==> src/rtl/regfile_writeback_ctrl_if.sv <==
// Producer-side result handshake for the register writeback controller.
// One valid/ready pair per producer with packed rd and data slices.
interface regfile_writeback_ctrl_if #(
    parameter int NUM_SRC        = 3,
    parameter int DATA_WIDTH     = 32,
    parameter int REG_ADDR_WIDTH = 5
);
    logic [NUM_SRC-1:0]                src_valid;
    logic [NUM_SRC-1:0]                src_ready;
    logic [NUM_SRC*REG_ADDR_WIDTH-1:0] src_rd;
    logic [NUM_SRC*DATA_WIDTH-1:0]     src_data;

    modport master (
        output src_valid,
        output src_rd,
        output src_data,
        input  src_ready
    );

    modport slave (
        input  src_valid,
        input  src_rd,
        input  src_data,
        output src_ready
    );
endinterface

==> src/rtl/regfile_writeback_ctrl.sv <==
// Merges producer results into the single register-table write port,
// with a pending-destination scoreboard and writeback bypass.
module regfile_writeback_ctrl #(
    parameter int NUM_SRC        = 3,
    parameter int DATA_WIDTH     = 32,
    parameter int REG_ADDR_WIDTH = 5
) (
    input  logic                      clk,
    input  logic                      reset,
    regfile_writeback_ctrl_if.slave   src,
    input  logic                      issue_valid,
    input  logic [REG_ADDR_WIDTH-1:0] issue_rd,
    input  logic [REG_ADDR_WIDTH-1:0] query_rs1,
    input  logic [REG_ADDR_WIDTH-1:0] query_rs2,
    output logic                      rs1_pending,
    output logic                      rs2_pending,
    output logic                      rs1_fwd_valid,
    output logic                      rs2_fwd_valid,
    output logic [DATA_WIDTH-1:0]     rs1_fwd_data,
    output logic [DATA_WIDTH-1:0]     rs2_fwd_data,
    output logic                      wb_en,
    output logic [REG_ADDR_WIDTH-1:0] wb_rd,
    output logic [DATA_WIDTH-1:0]     wb_data
);
    localparam int NUM_REG = 1 << REG_ADDR_WIDTH;
    localparam int PW      = (NUM_SRC > 1) ? $clog2(NUM_SRC) : 1;

    typedef logic [PW-1:0] ptr_t;
    typedef logic [PW:0]   cand_t;

    localparam cand_t NSRC = cand_t'(NUM_SRC);
    localparam ptr_t  LAST = ptr_t'(NUM_SRC - 1);

    logic [NUM_SRC-1:0]        full;
    logic [NUM_SRC-1:0]        grant;
    logic [NUM_SRC-1:0]        ready;
    logic [NUM_SRC-1:0]        accept;
    logic [REG_ADDR_WIDTH-1:0] ent_rd   [NUM_SRC];
    logic [DATA_WIDTH-1:0]     ent_data [NUM_SRC];
    logic [REG_ADDR_WIDTH-1:0] in_rd    [NUM_SRC];
    logic [DATA_WIDTH-1:0]     in_data  [NUM_SRC];

    ptr_t  ptr;
    ptr_t  gnt_idx;
    logic  gnt_any;
    cand_t cand;

    logic [NUM_REG-1:0] pending;
    logic [NUM_REG-1:0] pending_nxt;

    assign src.src_ready = ready;

    // Unpack producer slices; rd==0 results are taken but never buffered
    always_comb begin
        for (int i = 0; i < NUM_SRC; i++) begin
            in_rd[i]   = src.src_rd[i*REG_ADDR_WIDTH +: REG_ADDR_WIDTH];
            in_data[i] = src.src_data[i*DATA_WIDTH +: DATA_WIDTH];
            ready[i]   = ~reset & (~full[i] | grant[i]);
            accept[i]  = src.src_valid[i] & ready[i]
                       & (in_rd[i] != '0);
        end
    end

    // Round-robin pick: first full entry scanning from ptr upward
    always_comb begin
        grant   = '0;
        gnt_any = 1'b0;
        gnt_idx = '0;
        cand    = '0;
        for (int k = 0; k < NUM_SRC; k++) begin
            cand = cand_t'(ptr) + cand_t'(k);
            if (cand >= NSRC) cand = cand - NSRC;
            if (!gnt_any && full[cand[PW-1:0]]) begin
                gnt_any = 1'b1;
                gnt_idx = cand[PW-1:0];
            end
        end
        if (gnt_any) grant[gnt_idx] = 1'b1;
    end

    // Holding buffers: a refill on the granted port overrides the drain
    always_ff @(posedge clk or posedge reset) begin
        if (reset) begin
            full <= '0;
            for (int i = 0; i < NUM_SRC; i++) begin
                ent_rd[i]   <= '0;
                ent_data[i] <= '0;
            end
        end else begin
            for (int i = 0; i < NUM_SRC; i++) begin
                if (accept[i]) begin
                    full[i]     <= 1'b1;
                    ent_rd[i]   <= in_rd[i];
                    ent_data[i] <= in_data[i];
                end else if (grant[i]) begin
                    full[i] <= 1'b0;
                end
            end
        end
    end

    // Pointer moves just past the winner; holds when nothing is granted
    always_ff @(posedge clk or posedge reset) begin
        if (reset) begin
            ptr <= '0;
        end else if (gnt_any) begin
            ptr <= (gnt_idx == LAST) ? '0 : gnt_idx + ptr_t'(1);
        end
    end

    // Registered write port; index and data hold when idle
    always_ff @(posedge clk or posedge reset) begin
        if (reset) begin
            wb_en   <= 1'b0;
            wb_rd   <= '0;
            wb_data <= '0;
        end else begin
            wb_en <= gnt_any;
            if (gnt_any) begin
                wb_rd   <= ent_rd[gnt_idx];
                wb_data <= ent_data[gnt_idx];
            end
        end
    end

    // Scoreboard update: a same-edge issue beats the writeback clear
    always_comb begin
        pending_nxt = pending;
        if (wb_en) pending_nxt[wb_rd] = 1'b0;
        if (issue_valid && issue_rd != '0) pending_nxt[issue_rd] = 1'b1;
        pending_nxt[0] = 1'b0;
    end

    // Scoreboard state
    always_ff @(posedge clk or posedge reset) begin
        if (reset) begin
            pending <= '0;
        end else begin
            pending <= pending_nxt;
        end
    end

    assign rs1_fwd_valid = wb_en && (wb_rd == query_rs1)
                         && (query_rs1 != '0);
    assign rs2_fwd_valid = wb_en && (wb_rd == query_rs2)
                         && (query_rs2 != '0);
    assign rs1_pending   = pending[query_rs1] & ~rs1_fwd_valid;
    assign rs2_pending   = pending[query_rs2] & ~rs2_fwd_valid;
    assign rs1_fwd_data  = wb_data;
    assign rs2_fwd_data  = wb_data;
endmodule

==> src/flat_wrapper.sv <==
// flat-port wrapper written by rule: the top's interface ports become plain ports
module regfile_writeback_ctrl_flat 
#(
    parameter int NUM_SRC        = 3,
    parameter int DATA_WIDTH     = 32,
    parameter int REG_ADDR_WIDTH = 5
)
  (clk, reset, issue_valid, issue_rd, query_rs1, query_rs2, rs1_pending, rs2_pending, rs1_fwd_valid, rs2_fwd_valid, rs1_fwd_data, rs2_fwd_data, wb_en, wb_rd, wb_data, src_src_valid, src_src_rd, src_src_data, src_src_ready);
  regfile_writeback_ctrl_if #(.NUM_SRC(NUM_SRC), .DATA_WIDTH(DATA_WIDTH), .REG_ADDR_WIDTH(REG_ADDR_WIDTH)) src_i ();
  input  logic clk;
  input  logic reset;
  input  logic issue_valid;
  input  logic [REG_ADDR_WIDTH-1:0] issue_rd;
  input  logic [REG_ADDR_WIDTH-1:0] query_rs1;
  input  logic [REG_ADDR_WIDTH-1:0] query_rs2;
  output logic rs1_pending;
  output logic rs2_pending;
  output logic rs1_fwd_valid;
  output logic rs2_fwd_valid;
  output logic [DATA_WIDTH-1:0] rs1_fwd_data;
  output logic [DATA_WIDTH-1:0] rs2_fwd_data;
  output logic wb_en;
  output logic [REG_ADDR_WIDTH-1:0] wb_rd;
  output logic [DATA_WIDTH-1:0] wb_data;
  input wire logic [$bits(src_i.src_valid)-1:0] src_src_valid;
  input wire logic [$bits(src_i.src_rd)-1:0] src_src_rd;
  input wire logic [$bits(src_i.src_data)-1:0] src_src_data;
  output wire logic [$bits(src_i.src_ready)-1:0] src_src_ready;
  assign src_i.src_valid = src_src_valid;
  assign src_i.src_rd = src_src_rd;
  assign src_i.src_data = src_src_data;
  assign src_src_ready = src_i.src_ready;
  regfile_writeback_ctrl #(.NUM_SRC(NUM_SRC), .DATA_WIDTH(DATA_WIDTH), .REG_ADDR_WIDTH(REG_ADDR_WIDTH)) u_core (.clk(clk), .reset(reset), .src(src_i), .issue_valid(issue_valid), .issue_rd(issue_rd), .query_rs1(query_rs1), .query_rs2(query_rs2), .rs1_pending(rs1_pending), .rs2_pending(rs2_pending), .rs1_fwd_valid(rs1_fwd_valid), .rs2_fwd_valid(rs2_fwd_valid), .rs1_fwd_data(rs1_fwd_data), .rs2_fwd_data(rs2_fwd_data), .wb_en(wb_en), .wb_rd(wb_rd), .wb_data(wb_data));
endmodule
==> config.mk <==
export PLATFORM = sky130hd
export DESIGN_NAME = regfile_writeback_ctrl_flat
export DESIGN_NICKNAME = d
export VERILOG_FILES = /design/src/rtl/regfile_writeback_ctrl_if.sv /design/src/rtl/regfile_writeback_ctrl.sv /design/src/flat_wrapper.sv
export SDC_FILE = /design/constraint.sdc
export NUM_CORES = 1
export LEC_CHECK = 0
export ABC_AREA = 1
export CAP_MARGIN = 0
export CORE_ASPECT_RATIO = 1.25
export CORE_MARGIN = 3
export CORE_UTILIZATION = 50
export CTS_CLUSTER_SIZE = 24
export DETAILED_ROUTE_END_ITERATION = 7
export HOLD_SLACK_MARGIN = 0.15
export PLACE_DENSITY = 0.81
export SLEW_MARGIN = 20
export SYNTH_ARGS = -nofsm -noshare
export SYNTH_HDL_FRONTEND = slang
export SYNTH_SLANG_ARGS = --single-unit
==> constraint.sdc <==
create_clock -name clk -period 9.45 [get_ports clk]
set_input_delay 0.945 -clock clk [delete_from_list [all_inputs] [get_ports clk]]
set_output_delay 0.945 -clock clk [all_outputs]
set_load 0.01 [all_outputs]
# Word level (Yosys, flattened, before mapping)
# Index checks and enable logic that the tools add are counted.
classes:
  n_addsub: 6
  multipliers: 0
  div: 0
  order_cmp: 15
  eq_ne: 3
  shifts: 0
  muxes: 41
  bitwise: 24
  reduce_logical: 21
ops:
  columns: ["operator", "n"]
  rows:
  - ["$mux W32", 4]
  - ["$bmux W32 S2", 1]
  - ["$and A32 B32 Y32", 1]
  - ["$not A32 Y32", 1]
  - ["$or A32 B32 Y32", 1]
  - ["$reduce_bool A5 Y1", 6]
  - ["$lt A5 B6 Y1 const B", 4]
  - ["$mux W1", 17]
  - ["$mux W2", 7]
  - ["$lt A2 B3 Y1 const B", 4]
  - ["$and A1 B1 Y1", 11]
  - ["$bmux W1 S5", 2]
  - ["$bmux W5 S2", 1]
  - ["$demux W1 S5", 2]
  - ["$eq A5 B5 Y1", 2]
  - ["$ge A5 B1 Y1 const B", 2]
  - ["$logic_and A1 B1 Y1", 10]
  - ["$mux W5", 2]
  - ["$bmux W1 S2", 3]
  - ["$ge A3 B2 Y1 const B", 2]
  - ["$not A1 Y1", 6]
  - ["$reduce_bool A2 Y1", 3]
  - ["$sub A2 B2 Y2 const B", 3]
  - ["$add A2 B1 Y3 const B", 1]
  - ["other kinds (11)", 14]
word_totals:
  reg_bits: 185
  latch_bits: 0
  mem_bits_rw: 0
  rom_bits: 0
  input_bits: 132
  n_memories: 0

# Depth between registers and ports, before layout
logic_depth:
  ltp_word: 21
  ltp_mapped: 18

# Worst setup path after synthesis
# OpenSTA, ideal clock, no wires.
synth_timing:
  kind: "input port to output port"
  start: "in reset"
  end: "out src_src_ready[2]"
  t_arrival_ps: 6981
  t_required_ps: 8505
  setup_slack_ps: 1524
  cell_stages: 4
  path_cell_list: "inv_2 clkbuf_1 nand2_1 inv_1"
synth_via:
  elab_chain_len: 2
synth_lines:
  columns: ["item", "line", "source"]
  rows:
  - ["start, declared", "flat_wrapper.sv:11", "input logic reset;"]
  - ["$not A1 Y1", "regfile_writeback_ctrl.sv:58", "ready[i] = ~reset & (~full[i] | grant[i]);"]
  - ["$and A1 B1 Y1", "regfile_writeback_ctrl.sv:58", null]
  - ["end, declared", "flat_wrapper.sv:28", "output wire logic [$bits(src_i.src_ready)-1:0] src_src_ready;"]
# No other way between the ends.

# Worst setup path in the final report
layout_timing:
  start: "in query_rs1[0]"
  end: "out rs1_pending"
layout_via:
  elab_chain_len: 5
  elab_cells_between_ends: 8
layout_lines:
  columns: ["item", "line", "source"]
  rows:
  - ["start, declared", "flat_wrapper.sv:14", "input logic [REG_ADDR_WIDTH-1:0] query_rs1;"]
  - ["branches (longest 4 deep; another with $bmux W1 S5)", null, null]
  - ["$and A1 B1 Y1 (*)", "regfile_writeback_ctrl.sv:147", "assign rs1_pending = pending[query_rs1] & ~rs1_fwd_valid;"]
  - ["end, declared", "flat_wrapper.sv:16", "output logic rs1_pending;"]
# Mark *: on every way between the ends. The select of a mux whose other input is x is not followed.

==> metrics.txt <==
DR iter-0 viols 825; Place WS 4.72 ns; largest net degree at the start of global routing 129; post-synth top area cell dfrtp_1; clk_lat worst skew 0.44 ns; drt wl/cell 18.2 µm; Sw Pwr 2.13 mW; element type at the critical path start primary input; WP data arrival 3.87 ns; clock-pin slew on the worst setup and hold paths 0.07 ns; core area 18400 µm²; GPL Wtd Cong 1.04; Seq/Total Area, Yosys 0.487; Synth warnings 0; Worst Max-Slew Pin Slew 1.04 ns; Detail Route Antenna Nets 0; via count 8964; total congestion overflow 0; fin crit share 0.510; first-pass GRT wire length 45900 µm; commonest non-fill, non-tap cell in the layout nand2_1; relative max-transition margin 0.305; Mapped Area 9510 µm²; Clock Path Buffers 2; power per cell area 384 nW/µm²; Final WS setup 4.63 ns; vias in the first global route 8988; max_cap viols 0; Total GRT Usage 0.280; Seq cells post-synth 185; n_diodes 0; post-layout min period 4.82 ns; Die Y 160 µm; Yosys top cell area share 0.487; Worst Path Required 8.51 ns; Final #Nets 1472; DIE WIDTH 129 µm; clock sinks 185; Hold Buf Count CTS 0; synth unique cells 37; Int Pwr 2.51 mW; share of cells above drive strength 1 0.0445; die area 20700 µm²; Post-Route WL 28600 µm; crit path kind in2out; initial antenna violation count 2; Flop pwr share 0.326; Combinational Power Share 0.516; max-slew violations 0; Max VDD drop 0.281 mV; clk_skew 0.0135 ns; TritonCTS Buffers 17; f_max 208 MHz; Final Hold Fails 0; sw frac 0.459; outcome finished clean; Layout area overhead 26.9%; H-tree Lvls 4; most frequent cells in the layout 401 x nand2_1, 240 x clkdlybuf4s50_1, 185 x dfrtp_1, 103 x nand4_1, 79 x inv_1; RSZ-0062 raised after global routing no; clock network fraction of total power 0.159; CTS tree yes; top cells by area, synth dfrtp_1 49%, nand2_1 16%, nand4_1 6.8%; nature of the critical path endpoint primary output; I/O pin total 241; vias per inst 5.68; Pleak 5.62 nW; Residual DRC 0; clock root cell clkbuf_16; Fin Setup TNS 0 ns; IO buf count 240; Hold Path Class reg2reg; post-DP HPWL 19400 µm; cell count after synthesis 1202; Syn Area/Cell 7.91 µm²; Finish-stage setup viols 0; syn nets 1338; 1st-pass router iterations 5; std cell rows 55; Post-CTS Setup Inserts 0; Max FO, Critical Path 17; post-CTS resize count 0; Initial Util 0.518
state kept, by name (all words and copies together) (netlist names):
name,flops
u_core.ent_data,96
u_core.rs1_fwd_data,32
u_core.pending,31
u_core.ent_rd,15
u_core.wb_rd,5
u_core.full,3
u_core.ptr,2
u_core.wb_en,1
metal layers:
layer	routed length (µm)	vias to the layer above	GRT usage
li1	-	4180	-
met1	11100	4255	0.349
met2	14400	455	0.468
met3	2130	70	0.0666
met4	927	4	0.108
met5	34	-	0
per-stage QoR:
stage	hold WS [ns]	utilization	power, mW	instances	instance area, µm²
after floorplan	0.442	-	3.09	1202	9510
after global placement	0.453	0.624	3.81	1545	11500
after detailed placement	0.458	0.624	3.89	1545	11500
after CTS	0.476	0.657	4.63	1577	12100
after global routing	0.493	0.657	4.96	1577	12100
final	0.470	0.657	4.64	1577	12100
worst paths after layout:
path	to	slack (ns)	cells after the start	startpoint
setup / recovery	rs1_pending	4.63	12	query_rs1[0]
hold / removal	u_core.ent_data[95]	0.47	2	u_core.ent_data[95]
setup reg to reg	u_core.ent_data[62]	5.49	15	u_core.ptr[0]
hold reg to reg	u_core.ent_data[95]	0.47	2	u_core.ent_data[95]
max in group asynchronous	u_core.ent_data[37]	6.19	4	reset
min in group asynchronous	u_core.ent_data[24]	1.12	2	reset
layout make-up:
class | count | area, µm²
fillers | 1501 | 6300
repair buffers | 248 | 2460
multi-input cells | 794 | 3740
inverters | 90 | 345
flip-flops and latches | 185 | 4630
clock inverters | 15 | 185
well taps | 228 | 285
clock buffers | 17 | 425
logic make-up (layout without fill, tap and decap cells):
logic type,count (synthesis),in the layout,synth area share
buffers and inverters,223,370,0.122
flip-flops,185,185,0.487
AO/OA/AOI/OAI,172,172,0.0992
adder cells (fa/ha/maj),4,4,0.00526
XOR/XNOR,2,2,0.00184
AND/OR/NAND/NOR,616,616,0.285
worst max-delay path, stage by stage:
cell             delay (ns)
clkdlybuf4s50_1        0.86
clkinv_1               0.58
nand2_1                0.20
o21ai_0                0.10
a22oi_1                0.17
nand2_1                0.07
nand3_1                0.06
o21ai_0                0.10
nand2_1                0.09
nand2_1                0.06
nor2_1                 0.08
clkdlybuf4s50_1        0.53
cell usage after synthesis:
| cell | count |
|---|---|
| a21oi_1 | 27 |
| a221oi_1 | 1 |
| a22oi_1 | 4 |
| a31oi_1 | 10 |
| and2_1 | 1 |
| buf_1 | 4 |
| buf_2 | 13 |
| buf_4 | 74 |
| buf_6 | 4 |
| clkbuf_1 | 38 |
| clkinv_1 | 5 |
| dfrtp_1 | 185 |
| ha_1 | 4 |
| inv_1 | 79 |
| inv_2 | 6 |
| nand2_1 | 401 |
| nand2_2 | 3 |
| nand2b_1 | 1 |
| nand3_1 | 58 |
| nand3_2 | 1 |
| nand4_1 | 103 |
| nor2_1 | 32 |
| nor2_2 | 1 |
| nor2_4 | 3 |
| nor3_1 | 9 |
| o2111ai_1 | 1 |
| o211ai_1 | 7 |
| o21ai_0 | 77 |
| o21ai_1 | 32 |
| o21ai_2 | 1 |
| o21bai_1 | 2 |
| o22ai_1 | 1 |
| o31ai_1 | 7 |
| o41ai_1 | 2 |
| or2_2 | 2 |
| or3b_2 | 1 |
| xnor2_1 | 2 |
power groups by stage:
stage	logic (mW)	clock network (mW)	registers [mW]
6_report	2.39	0.735	1.51
5_1_grt	2.64	0.776	1.55
4_1_cts	2.39	0.742	1.50
3_5_place_dp	2.39	0	1.50
3_3_place_gp	2.31	0	1.50
2_1_floorplan	1.66	0	1.43
Note: power is estimated with default switching activity, not from simulation.
